## src/rtl/shifter_pkg.sv

```systemverilog
// shifter_pkg: mode encodings and mux-level split helpers shared by pipe_shifter and its stages
package shifter_pkg;
   localparam logic [2:0] SH_SLL = 3'b000;
   localparam logic [2:0] SH_SRL = 3'b001;
   localparam logic [2:0] SH_SRA = 3'b011;
   localparam logic [2:0] SH_ROL = 3'b100;
   localparam logic [2:0] SH_ROR = 3'b101;
   // Earlier stages absorb the remainder when levels don't divide evenly
   function automatic int lvls_per_stage(input int lvls, input int stages, input int s);
      return lvls / stages + ((s < lvls % stages) ? 1 : 0);
   endfunction
   function automatic int lvl_lo(input int lvls, input int stages, input int s);
      int lo;
      lo = 0;
      for (int i = 0; i < s; i++) lo += lvls_per_stage(lvls, stages, i);
      return lo;
   endfunction
endpackage

```

## src/rtl/pipe_shifter_stage.sv

```systemverilog
// shift_stage: mux levels LO_LVL..HI_LVL of the barrel shifter followed by one enabled pipeline register
module shift_stage
   import shifter_pkg::*;
#(
   parameter int WIDTH = 32,
   parameter int TAGW = 5,
   parameter int LO_LVL = 0,
   parameter int HI_LVL = 0,
   parameter bit LAST = 1'b0,
   localparam int SAW = $clog2(WIDTH)
) (
   input  logic             clk,
   input  logic             rst_n,
   input  logic             en,
   input  logic             i_valid,
   input  logic [WIDTH-1:0] i_d,
   input  logic [SAW-1:0]   i_sa,
   input  logic [2:0]       i_mode,
   input  logic             i_fill,
   input  logic             i_carry,
   input  logic [TAGW-1:0]  i_tag,
   output logic             o_valid,
   output logic [WIDTH-1:0] o_d,
   output logic [SAW-1:0]   o_sa,
   output logic [2:0]       o_mode,
   output logic             o_fill,
   output logic             o_carry,
   output logic             o_zero,
   output logic [TAGW-1:0]  o_tag
);
   logic             valid_d, valid_q, fill_d, fill_q, carry_d, carry_q, zero_d, zero_q;
   logic [WIDTH-1:0] d_d, d_q;
   logic [SAW-1:0]   sa_d, sa_q;
   logic [2:0]       mode_d, mode_q;
   logic [TAGW-1:0]  tag_d, tag_q;

   function automatic logic [WIDTH-1:0] lvl(input logic [WIDTH-1:0] d, input logic [2:0] m,
                                             input logic f, input int n);
      logic [WIDTH-1:0] fm;
      fm = f ? ~({WIDTH{1'b1}} >> n) : '0;
      return m == SH_SLL ? d << n :
             (m == SH_SRL || m == SH_SRA) ? (d >> n) | fm :
             m == SH_ROL ? (d << n) | (d >> (WIDTH - n)) :
             m == SH_ROR ? (d >> n) | (d << (WIDTH - n)) : d;
   endfunction

   always_comb begin
      d_d = i_d;
      for (int k = LO_LVL; k <= HI_LVL; k++) d_d = i_sa[k] ? lvl(d_d, i_mode, i_fill, 1 << k) : d_d;
      valid_d = i_valid;
      sa_d = i_sa;
      mode_d = i_mode;
      fill_d = i_fill;
      carry_d = i_carry;
      tag_d = i_tag;
      zero_d = LAST ? (d_d == '0) : 1'b0;
   end

   always_ff @(posedge clk or negedge rst_n) begin
      if (!rst_n) begin
         valid_q <= 1'b0;
         d_q <= '0;
         sa_q <= '0;
         mode_q <= '0;
         fill_q <= 1'b0;
         carry_q <= 1'b0;
         zero_q <= 1'b0;
         tag_q <= '0;
      end else if (en) begin
         valid_q <= valid_d;
         d_q <= d_d;
         sa_q <= sa_d;
         mode_q <= mode_d;
         fill_q <= fill_d;
         carry_q <= carry_d;
         zero_q <= zero_d;
         tag_q <= tag_d;
      end
   end

   assign o_valid = valid_q;
   assign o_d = d_q;
   assign o_sa = sa_q;
   assign o_mode = mode_q;
   assign o_fill = fill_q;
   assign o_carry = carry_q;
   assign o_zero = zero_q;
   assign o_tag = tag_q;
endmodule

```

## src/rtl/pipe_shifter.sv

```systemverilog
// pipe_shifter: pipelined barrel shifter/rotator with valid/ready on both sides and a global stall
module pipe_shifter
   import shifter_pkg::*;
#(
   parameter int WIDTH = 32,
   parameter int STAGES = 2,
   parameter int TAGW = 5,
   localparam int SAW = $clog2(WIDTH)
) (
   input  logic             clk,
   input  logic             rst_n,
   input  logic             in_valid,
   output logic             in_ready,
   input  logic [WIDTH-1:0] in_d,
   input  logic [SAW-1:0]   in_sa,
   input  logic [2:0]       in_mode,
   input  logic [TAGW-1:0]  in_tag,
   output logic             out_valid,
   input  logic             out_ready,
   output logic [WIDTH-1:0] out_sh,
   output logic             out_carry,
   output logic             out_zero,
   output logic [TAGW-1:0]  out_tag
);
   logic             advance, fill0, carry0;
   logic [SAW-1:0]   neg_sa, sa_m1;
   logic             v_w [0:STAGES];
   logic [WIDTH-1:0] d_w [0:STAGES];
   logic [SAW-1:0]   sa_w [0:STAGES];
   logic [2:0]       mode_w [0:STAGES];
   logic             fill_w [0:STAGES];
   logic             carry_w [0:STAGES];
   logic [TAGW-1:0]  tag_w [0:STAGES];
   logic [STAGES-1:0] zero_w;

   assign advance = out_ready || !out_valid;
   assign in_ready = advance;

   // Rotate carry equals the bit that wraps to the far end, which is the same input bit a shift would lose
   always_comb begin
      neg_sa = -in_sa;
      sa_m1 = in_sa - SAW'(1);
      fill0 = in_mode == SH_SRA && in_d[WIDTH-1];
      carry0 = in_sa == '0 ? 1'b0 :
               (in_mode == SH_SLL || in_mode == SH_ROL) ? in_d[neg_sa] :
               (in_mode == SH_SRL || in_mode == SH_SRA || in_mode == SH_ROR) ? in_d[sa_m1] : 1'b0;
   end

   assign v_w[0] = in_valid;
   assign d_w[0] = in_d;
   assign sa_w[0] = in_sa;
   assign mode_w[0] = in_mode;
   assign fill_w[0] = fill0;
   assign carry_w[0] = carry0;
   assign tag_w[0] = in_tag;

   for (genvar s = 0; s < STAGES; s++) begin : g_stage
      localparam int LO = lvl_lo(SAW, STAGES, s);
      localparam int HI = LO + lvls_per_stage(SAW, STAGES, s) - 1;
      shift_stage #(
         .WIDTH(WIDTH), .TAGW(TAGW), .LO_LVL(LO), .HI_LVL(HI), .LAST(s == STAGES - 1)
      ) u_stage (
         .clk(clk), .rst_n(rst_n), .en(advance),
         .i_valid(v_w[s]), .i_d(d_w[s]), .i_sa(sa_w[s]), .i_mode(mode_w[s]),
         .i_fill(fill_w[s]), .i_carry(carry_w[s]), .i_tag(tag_w[s]),
         .o_valid(v_w[s+1]), .o_d(d_w[s+1]), .o_sa(sa_w[s+1]), .o_mode(mode_w[s+1]),
         .o_fill(fill_w[s+1]), .o_carry(carry_w[s+1]), .o_zero(zero_w[s]), .o_tag(tag_w[s+1])
      );
   end

   assign out_valid = v_w[STAGES];
   assign out_sh = d_w[STAGES];
   assign out_carry = carry_w[STAGES];
   assign out_zero = |zero_w;
   assign out_tag = tag_w[STAGES];
endmodule

```

## config.mk

```make
export PLATFORM = sky130hd
export DESIGN_NAME = pipe_shifter
export DESIGN_NICKNAME = d
export VERILOG_FILES = /design/src/rtl/shifter_pkg.sv /design/src/rtl/pipe_shifter_stage.sv /design/src/rtl/pipe_shifter.sv
export SDC_FILE = /design/constraint.sdc
export NUM_CORES = 1
export LEC_CHECK = 0
export ABC_AREA = 1
export CORE_ASPECT_RATIO = 0.7
export CORE_MARGIN = 2
export CORE_UTILIZATION = 45
export DETAILED_ROUTE_END_ITERATION = 10
export PLACE_DENSITY = 0.68
export REMOVE_ABC_BUFFERS = 1
export SYNTH_ARGS = -nofsm -noshare
export SYNTH_HDL_FRONTEND = slang
export SYNTH_SLANG_ARGS = --single-unit
export TNS_END_PERCENT = 5
```

## constraint.sdc

```tcl
create_clock -name clk -period 5.9 [get_ports clk]
set_input_delay 0.59 -clock clk [delete_from_list [all_inputs] [get_ports clk]]
set_output_delay 0.59 -clock clk [all_outputs]
set_load 0.1 [all_outputs]
```

# [After elaboration in Yosys (flattened, before gate mapping)]
# Cells that the tools add are included.
# W data, S select, Z words.
[totals] latch_bits=0 mem_bits_ro=0 register_bits=88 ram_bits=0 memories=0
[classes] n_bitwise=14 shifts=0 add_sub_neg=2 reduce_logical=11 multipliers=0 magnitude_cmp=2 mux=37 div=0 n_eq_ne=8
[ops] cell="$mux W32" n=30
[ops] cell="$or A24 B32 Y32" n=2
[ops] cell="$or A28 B32 Y32" n=2
[ops] cell="$or A30 B32 Y32" n=2
[ops] cell="$or A31 B32 Y32" n=2
[ops] cell="$logic_not A32 Y1" n=1
[ops] cell="$or A16 B32 Y32" n=1
[ops] cell="$or A32 B1 Y32" n=1
[ops] cell="$or A32 B16 Y32" n=1
[ops] cell="$or A32 B2 Y32" n=1
[ops] cell="$or A32 B4 Y32" n=1
[ops] cell="$or A32 B8 Y32" n=1
[ops] cell="$eq A3 B3 Y1 const B" n=4
[ops] cell="$lt A5 B6 Y1 const B" n=2
[ops] cell="$bmux W1 S5" n=2
[ops] cell="$eq A3 B1 Y1 const B" n=2
[ops] cell="$eq A3 B2 Y1 const B" n=2
[ops] cell="$logic_not A3 Y1" n=2
[ops] cell="$logic_not A5 Y1" n=1
[ops] cell="$logic_or A1 B1 Y1" n=5
[ops] cell="$mux W1" n=5
[ops] cell="$neg A5 Y5" n=1
[ops] cell="$sub A5 B1 Y5 const B" n=1
[ops] cell="$logic_and A1 B1 Y1" n=1
[ops] cell="$logic_not A1 Y1" n=1

# [Logic depth before layout (Yosys ltp)]
[logic_depth] word_depth=19 depth_mapped=20 mapped_depth_nobuf=18

# [Hierarchy]
# Synthesis repeated with hierarchy kept, for this count alone.
[unflattened] hier_cells=1717 hier_area_um2=9504.1
[modules_own_cells] module="shift_stage (g_stage[0].u_stage)" instances=1 seq_area_each_um2=1201.2 area_each_um2=4822.1 cells_per_inst=884
[modules_own_cells] module="shift_stage (g_stage[1].u_stage)" instances=1 seq_area_each_um2=1226.2 area_each_um2=3749.8 cells_per_inst=644
[modules_own_cells] module="pipe_shifter" instances=1 seq_area_each_um2=0.0 area_each_um2=932.1 cells_per_inst=189

# [Least setup slack after synthesis]
# No wires, ideal clock.
[synth_path] kind="in2reg" from="in in_sa[0]" to="reg g_stage[0].u_stage.carry_q" arrival_ps=2682 stages=15 path_buffers=5 setup_time_ps=120 setup_slack_ps=3097 path_cell_list="buf_2 -> inv_1 -> buf_2 -> buf_1 -> ha_1 -> clkbuf_1 -> clkinv_1 -> clkbuf_1 -> nand3_1 -> nand3_1 -> nand3_1 -> nand3b_1 -> a21oi_1 -> o21ai_1 -> nand2_1"
[synth_between] elab_chain_len=6 elab_cells_between_ends=10 classes_between="add/sub: 2; mux: 7; reduce/logical: 1"
[synth_rtl] element="start, declared" line="pipe_shifter.sv:15" source="input logic [SAW-1:0] in_sa,"
[synth_rtl] element="$sub A5 B1 Y5" line="pipe_shifter.sv:42" source="sa_m1 = in_sa - SAW'(1);"
[synth_rtl] element="$bmux W1 S5" line="pipe_shifter.sv:46" source="(in_mode == SH_SRL || in_mode == SH_SRA || in_mode == SH_ROR) ? in_d[sa_m1] : 1'b0;"
[synth_rtl] element="$mux W1 (implied by the code)" line="pipe_shifter.sv:46"
[synth_rtl] element="$mux W1" line="pipe_shifter.sv:46"
[synth_rtl] element="$mux W1" line="pipe_shifter.sv:45" source="(in_mode == SH_SLL || in_mode == SH_ROL) ? in_d[neg_sa] :"
[synth_rtl] element="$mux W1 (*)" line="pipe_shifter.sv:44" source="carry0 = in_sa == '0 ? 1'b0 :"
[synth_rtl] element="end signal, assigned" line="pipe_shifter_stage.sv:75" source="carry_q <= carry_d;"
[synth_rtl] element="end, declared" line="pipe_shifter_stage.sv:31" source="logic valid_d, valid_q, fill_d, fill_q, carry_d, carry_q, zero_d, zero_q;"
# Every way passes the cells marked *; elsewhere a longest branch is shown, timed or not. The select of a mux whose other input is x is not followed.
# A chain may end at the register's enable or synchronous reset.

# [Final worst setup path]
[layout_path] from="in in_mode[1]" to="reg g_stage[0].u_stage.d_q[27]"
[layout_between] elab_chain_len=18 elab_cells_between_ends=31 classes_between="eq/ne: 4; mux: 17; bitwise: 7; reduce/logical: 3"
[layout_rtl] element="start, declared" line="pipe_shifter.sv:16" source="input logic [2:0] in_mode,"
[layout_rtl] element="$eq A3 B3 Y1 or $eq A3 B2 Y1 (tied branches)" line="pipe_shifter_stage.sv:44, pipe_shifter_stage.sv:42, pipe_shifter.sv:43"
[layout_rtl] element="$mux W32 or $logic_and A1 B1 Y1 (tied branches)" line="pipe_shifter_stage.sv:44, pipe_shifter.sv:43"
[layout_rtl] element="$mux W32 (on tied branches)" line="pipe_shifter_stage.sv:43, pipe_shifter_stage.sv:40"
[layout_rtl] element="$mux W32 or $or A31 B32 Y32 (tied branches)" line="pipe_shifter_stage.sv:42" source="(m == SH_SRL || m == SH_SRA) ? (d >> n) | fm :"
[layout_rtl] element="$mux W32 (on tied branches)" line="pipe_shifter_stage.sv:41, pipe_shifter_stage.sv:42"
[layout_rtl] element="$mux W32 (on tied branches)" line="pipe_shifter_stage.sv:49, pipe_shifter_stage.sv:41"
[layout_rtl] element="$or A30 B32 Y32 or $mux W32 (tied branches)" line="pipe_shifter_stage.sv:44, pipe_shifter_stage.sv:49"
[layout_rtl] element="$mux W32" line="pipe_shifter_stage.sv:44" source="m == SH_ROR ? (d >> n) | (d << (WIDTH - n)) : d;"
[layout_rtl] element="[... 2 more ...]"
[layout_rtl] element="$mux W32" line="pipe_shifter_stage.sv:41" source="return m == SH_SLL ? d << n :"
[layout_rtl] element="$mux W32" line="pipe_shifter_stage.sv:49" source="for (int k = LO_LVL; k <= HI_LVL; k++) d_d = i_sa[k] ? lvl(d_d, i_mode, i_fill, 1 << k) : d_d;"
[layout_rtl] element="$or A28 B32 Y32" line="pipe_shifter_stage.sv:44"
[layout_rtl] element="$mux W32" line="pipe_shifter_stage.sv:44"
[layout_rtl] element="$mux W32" line="pipe_shifter_stage.sv:43" source="m == SH_ROL ? (d << n) | (d >> (WIDTH - n)) :"
[layout_rtl] element="$mux W32" line="pipe_shifter_stage.sv:42"
[layout_rtl] element="$mux W32" line="pipe_shifter_stage.sv:41"
[layout_rtl] element="$mux W32 (*)" line="pipe_shifter_stage.sv:49"
[layout_rtl] element="end signal, assigned" line="pipe_shifter_stage.sv:62" source="d_q <= '0;"
[layout_rtl] element="end signal, assigned" line="pipe_shifter_stage.sv:71" source="d_q <= d_d;"
[layout_rtl] element="end, declared" line="pipe_shifter_stage.sv:32" source="logic [WIDTH-1:0] d_d, d_q;"
# Every way passes the cells marked *; elsewhere a longest branch is shown, timed or not.

==> impl_results.md <==
- Clock insertion delay at the later pin of the skew report: 0.34 ns
- Combinational family with the most area after synthesis: simple AND/OR/NAND/NOR gates
- Weighted congestion at the end of routability-driven global placement: 1.02
- Reg-to-reg slack, setup: 2.69 ns
- Unique cell type count in the Yosys netlist: 47
- Worst Setup Start Kind: primary input
- Area taken by flip-flops and latches: 2130 sq um
- Register bit count reported by yosys: 85
- Y dimension of the die: 124 microns
- Final routed wirelength across all metal layers: 33.1 mm
- Diodes inserted: 0
- Clock tree from TritonCTS: done
- Area of combinational cells with multiple inputs: 5870 sq um
- Sequential cell area fraction in the yosys report: 0.231
- Fin area: 10100 sq um
- Root Buffer: sky130_fd_sc_hd__clkbuf_16
- Worst Reg2Reg Path Length in Cells: 15
- RR Endpoint: g_stage[1].u_stage.o_zero
- FP Rows: 43
- P&R area growth vs syn: 9.61%
- Delay contributed by the slowest stage of the critical path: 0.84 ns
- Total number of clock tree sinks: 85
- Critical Path Most Common Cell: sky130_fd_sc_hd__nand2_1
- Xor and xnor fraction of the mapped netlist area: 0.00285
- Ratio of final minimum period to clock period: 0.740
- Cell taking the most area after synthesis: sky130_fd_sc_hd__nand2_1
- Routed length per placed instance: 17.5 microns
- Total power divided by cell area: 339 nW/um^2
- Max Fclk: 229 MHz
- Critical path's slowest cell: sky130_fd_sc_hd__nand2_1
- Unrepaired setup endpoints after global routing: false
- I/O Buffers: 89
- Starting Density: 0.462
- Number of top-level pins: 90
- Number of buffers created by CTS: 9
- Portion of netlist area occupied by mux cells: 0
- Worst setup margin: 1.54 ns
- Predominant post-synthesis flop cell: sky130_fd_sc_hd__dfrtp_1
- Setup slack at placement: 1.39 ns
- Max Cap Violations: 0
- Most numerous cell in the Yosys netlist: sky130_fd_sc_hd__nand2_1
- Sequence of cells on the critical path: clkdlybuf4s50_1 -> nor2_8 -> nand2_4 -> nand2_1 -> o21ai_0 -> nand2_1 -> nand3_1 -> nand2_1 -> nand2_1 -> nand2_2 -> nand2_1 -> nand2_1 -> nand2_1 -> nand2_1 -> nand2_1 -> a21oi_2
- Number of fill cells in the layout: 2195
- Routed Antenna Nets: 0
- Warning count from the yosys run: 0
- Per-cell via count in the routed design: 5.81
- Portion of synthesized cell area occupied by the leading cell type: 0.290
- Number of enable flip-flop cells after synthesis: 0
- Floorplan Core Area: 20000 sq um
- Iteration-0 DRC Markers: 1466
- Worst min path class: primary input to asynchronous set/reset pin
- H-Tree Depth: 3
- Critical path type: primary input to flop
- Number of gates resized after CTS: 0
- CTS Buffer Depth: 2
- Die outline area: 21700 sq um
- Overall via count from detail_route: 11.0k
- Aggregate global routing overflow: 0
- Summed instance area of the synthesized netlist: 9210 sq um
- Final setup violation count: 0
- Run status: complete, no violations
- Number of buffers added to fix hold violations after cts: 0
- Share of the synthesized area in compound gates (AO/OA/AOI/OAI): 0.201
- Final hold viol count: 0
- CTS clk-pin slew, worst paths: 0.06 ns
- Leakage dissipation: 5.21 nW
- First-pass GRT wire length: 52.2 mm
- Synthesized-area fraction occupied by and/or/nand/nor cells: 0.429
- Post-Syn Instances: 1639
- Global routing usage summed across all routing layers: 0.304
- Die Span X: 175 microns
- Vias in the first global route: 9281
- Critical-path maximum fanout: 44
- Required time of the critical path: 6.17 ns
- Crit path capture type: flop
- Fraction of layout cells with a size suffix above 1: 0.0424
- CP arrival: 4.63 ns
- Final Max Tran Viols: 0
- Largest voltage drop on the vdd net: 0.242 mV
- Startpoint of the worst register-to-register path: g_stage[0].u_stage.o_mode[1]
- Number of nets in the layout: 1672
- DRC violations left: 0
- Fraction of synthesis flops using an asynchronous set or reset pin: 1.00
- Pin count of the biggest net entering global routing: 103
- Max_slew headroom: 0.303
- Top cell types by occurrence after synthesis: 711 x sky130_fd_sc_hd__nand2_1, 139 x sky130_fd_sc_hd__nand3_1, 110 x sky130_fd_sc_hd__inv_1
- Mean post-synth cell area: 5.62 sq um
- Adder-cell share of the synthesized area: 0.00272
- Initial antenna violation count: 0
- Actual slew at the worst max-slew pin: 1.04 ns
- Setup Skew: 0.00745 ns
- HPWL after DPL: 24.8 mm
- Post-layout minimum cycle time: 4.36 ns
- Drt pass-1 iters: 6
- Number of setup buffers added after CTS: 0
- Placement Cell Area: 9810 sq um
- Ranking of synthesized cells by area: sky130_fd_sc_hd__nand2_1 29%, sky130_fd_sc_hd__dfrtp_1 23%, sky130_fd_sc_hd__nand3_1 7.6%
-- placed cells by master, fill, tap and decap left out, types with 9 or more instances in the layout --
cell                              Yosys  routed
sky130_fd_sc_hd__clkbuf_16            0       9
sky130_fd_sc_hd__nand2_1            711     711
sky130_fd_sc_hd__inv_2               11      12
sky130_fd_sc_hd__clkdlybuf4s50_1      0      88
sky130_fd_sc_hd__o211ai_1            25      25
sky130_fd_sc_hd__o21ai_1             30      30
sky130_fd_sc_hd__a21oi_1            102     102
sky130_fd_sc_hd__nand4_1             10      10
sky130_fd_sc_hd__o21ai_0            103     103
sky130_fd_sc_hd__nand3_1            139     139
sky130_fd_sc_hd__o22ai_1             14      14
sky130_fd_sc_hd__nor2_1              84      83
sky130_fd_sc_hd__a31oi_1              9       9
sky130_fd_sc_hd__dfrtp_1             85      85
sky130_fd_sc_hd__o221ai_1            14      14
sky130_fd_sc_hd__buf_4               41      14
sky130_fd_sc_hd__inv_1              110     109
-- layer usage --
layer / GRT usage / part of all wire / vias to the layer above
met5: 0 / 0 / -
met4: 0.0365 / 0.0078 / 0
met3: 0.0852 / 0.12 / 30
met2: 0.403 / 0.38 / 557
met1: 0.487 / 0.48 / 5177
li1: - / - / 5257
-- critical path, delay by kind of cell --
family | cells | cell delay [ns]
buffers and inverters | 1 | 0.80
AOI/OAI and AO/OA | 2 | 0.33
and+or+nand+nor | 13 | 2.85
-- state kept, by name, indices dropped and copies added (netlist names) --
register,flops
g_stage.u_stage.o_tag,10
g_stage.u_stage.o_carry,2
g_stage.u_stage.o_zero,1
g_stage.u_stage.o_mode,3
g_stage.u_stage.o_sa,2
g_stage.u_stage.o_valid,2
g_stage.u_stage.o_fill,1
g_stage.u_stage.o_d,64
-- cells by family after synthesis --
kind of cell / count (synthesis)
AOI/OAI and AO/OA: 324
xor gates and xnor gates: 3
adders and majority gates: 2
buffers and inverters: 257
DFF: 85
and+or+nand+nor: 968
-- power breakdown --
part | total, mW | switching, mW | internal (mW)
clock | 0.565 | 0.236 | 0.329
combinational | 2.01 | 1.49 | 0.515
sequential | 0.857 | 0.129 | 0.728
-- metrics by stage --
stage          power (mW)  hold slack (ns)  setup TNS, ns   util  instances
2_1_floorplan        2.28            0.294         -48.70      -       1508
3_3_place_gp         2.83            0.435              0  0.491       1880
3_5_place_dp         2.84            0.437              0  0.491       1880
4_1_cts              3.41            0.240              0  0.506       1896
5_1_grt              3.64            0.250              0  0.506       1896
6_report             3.43            0.216              0  0.506       1896
-- worst max path at each step --
stage                                     startpoint                          to  cells after the start
after floorplan           g_stage[1].u_stage.o_valid  g_stage[1].u_stage.o_d[22]                      4
after global placement                    in_mode[1]  g_stage[0].u_stage.o_d[27]                     16
after detailed placement                  in_mode[1]  g_stage[0].u_stage.o_d[27]                     16
after CTS                                 in_mode[1]  g_stage[0].u_stage.o_d[27]                     16
after global routing                      in_mode[1]  g_stage[0].u_stage.o_d[27]                     16
final                                     in_mode[1]  g_stage[0].u_stage.o_d[27]                     16
-- area by class of cell --
class	instances	area share
multi-input combinational	1297	0.582
sequential	85	0.211
timing repair buffer	102	0.0976
inverter	126	0.0476
tap	270	0.0334
clock buffer	11	0.0230
clock inverter	5	0.00607
Power figures use the tool's default switching activity.
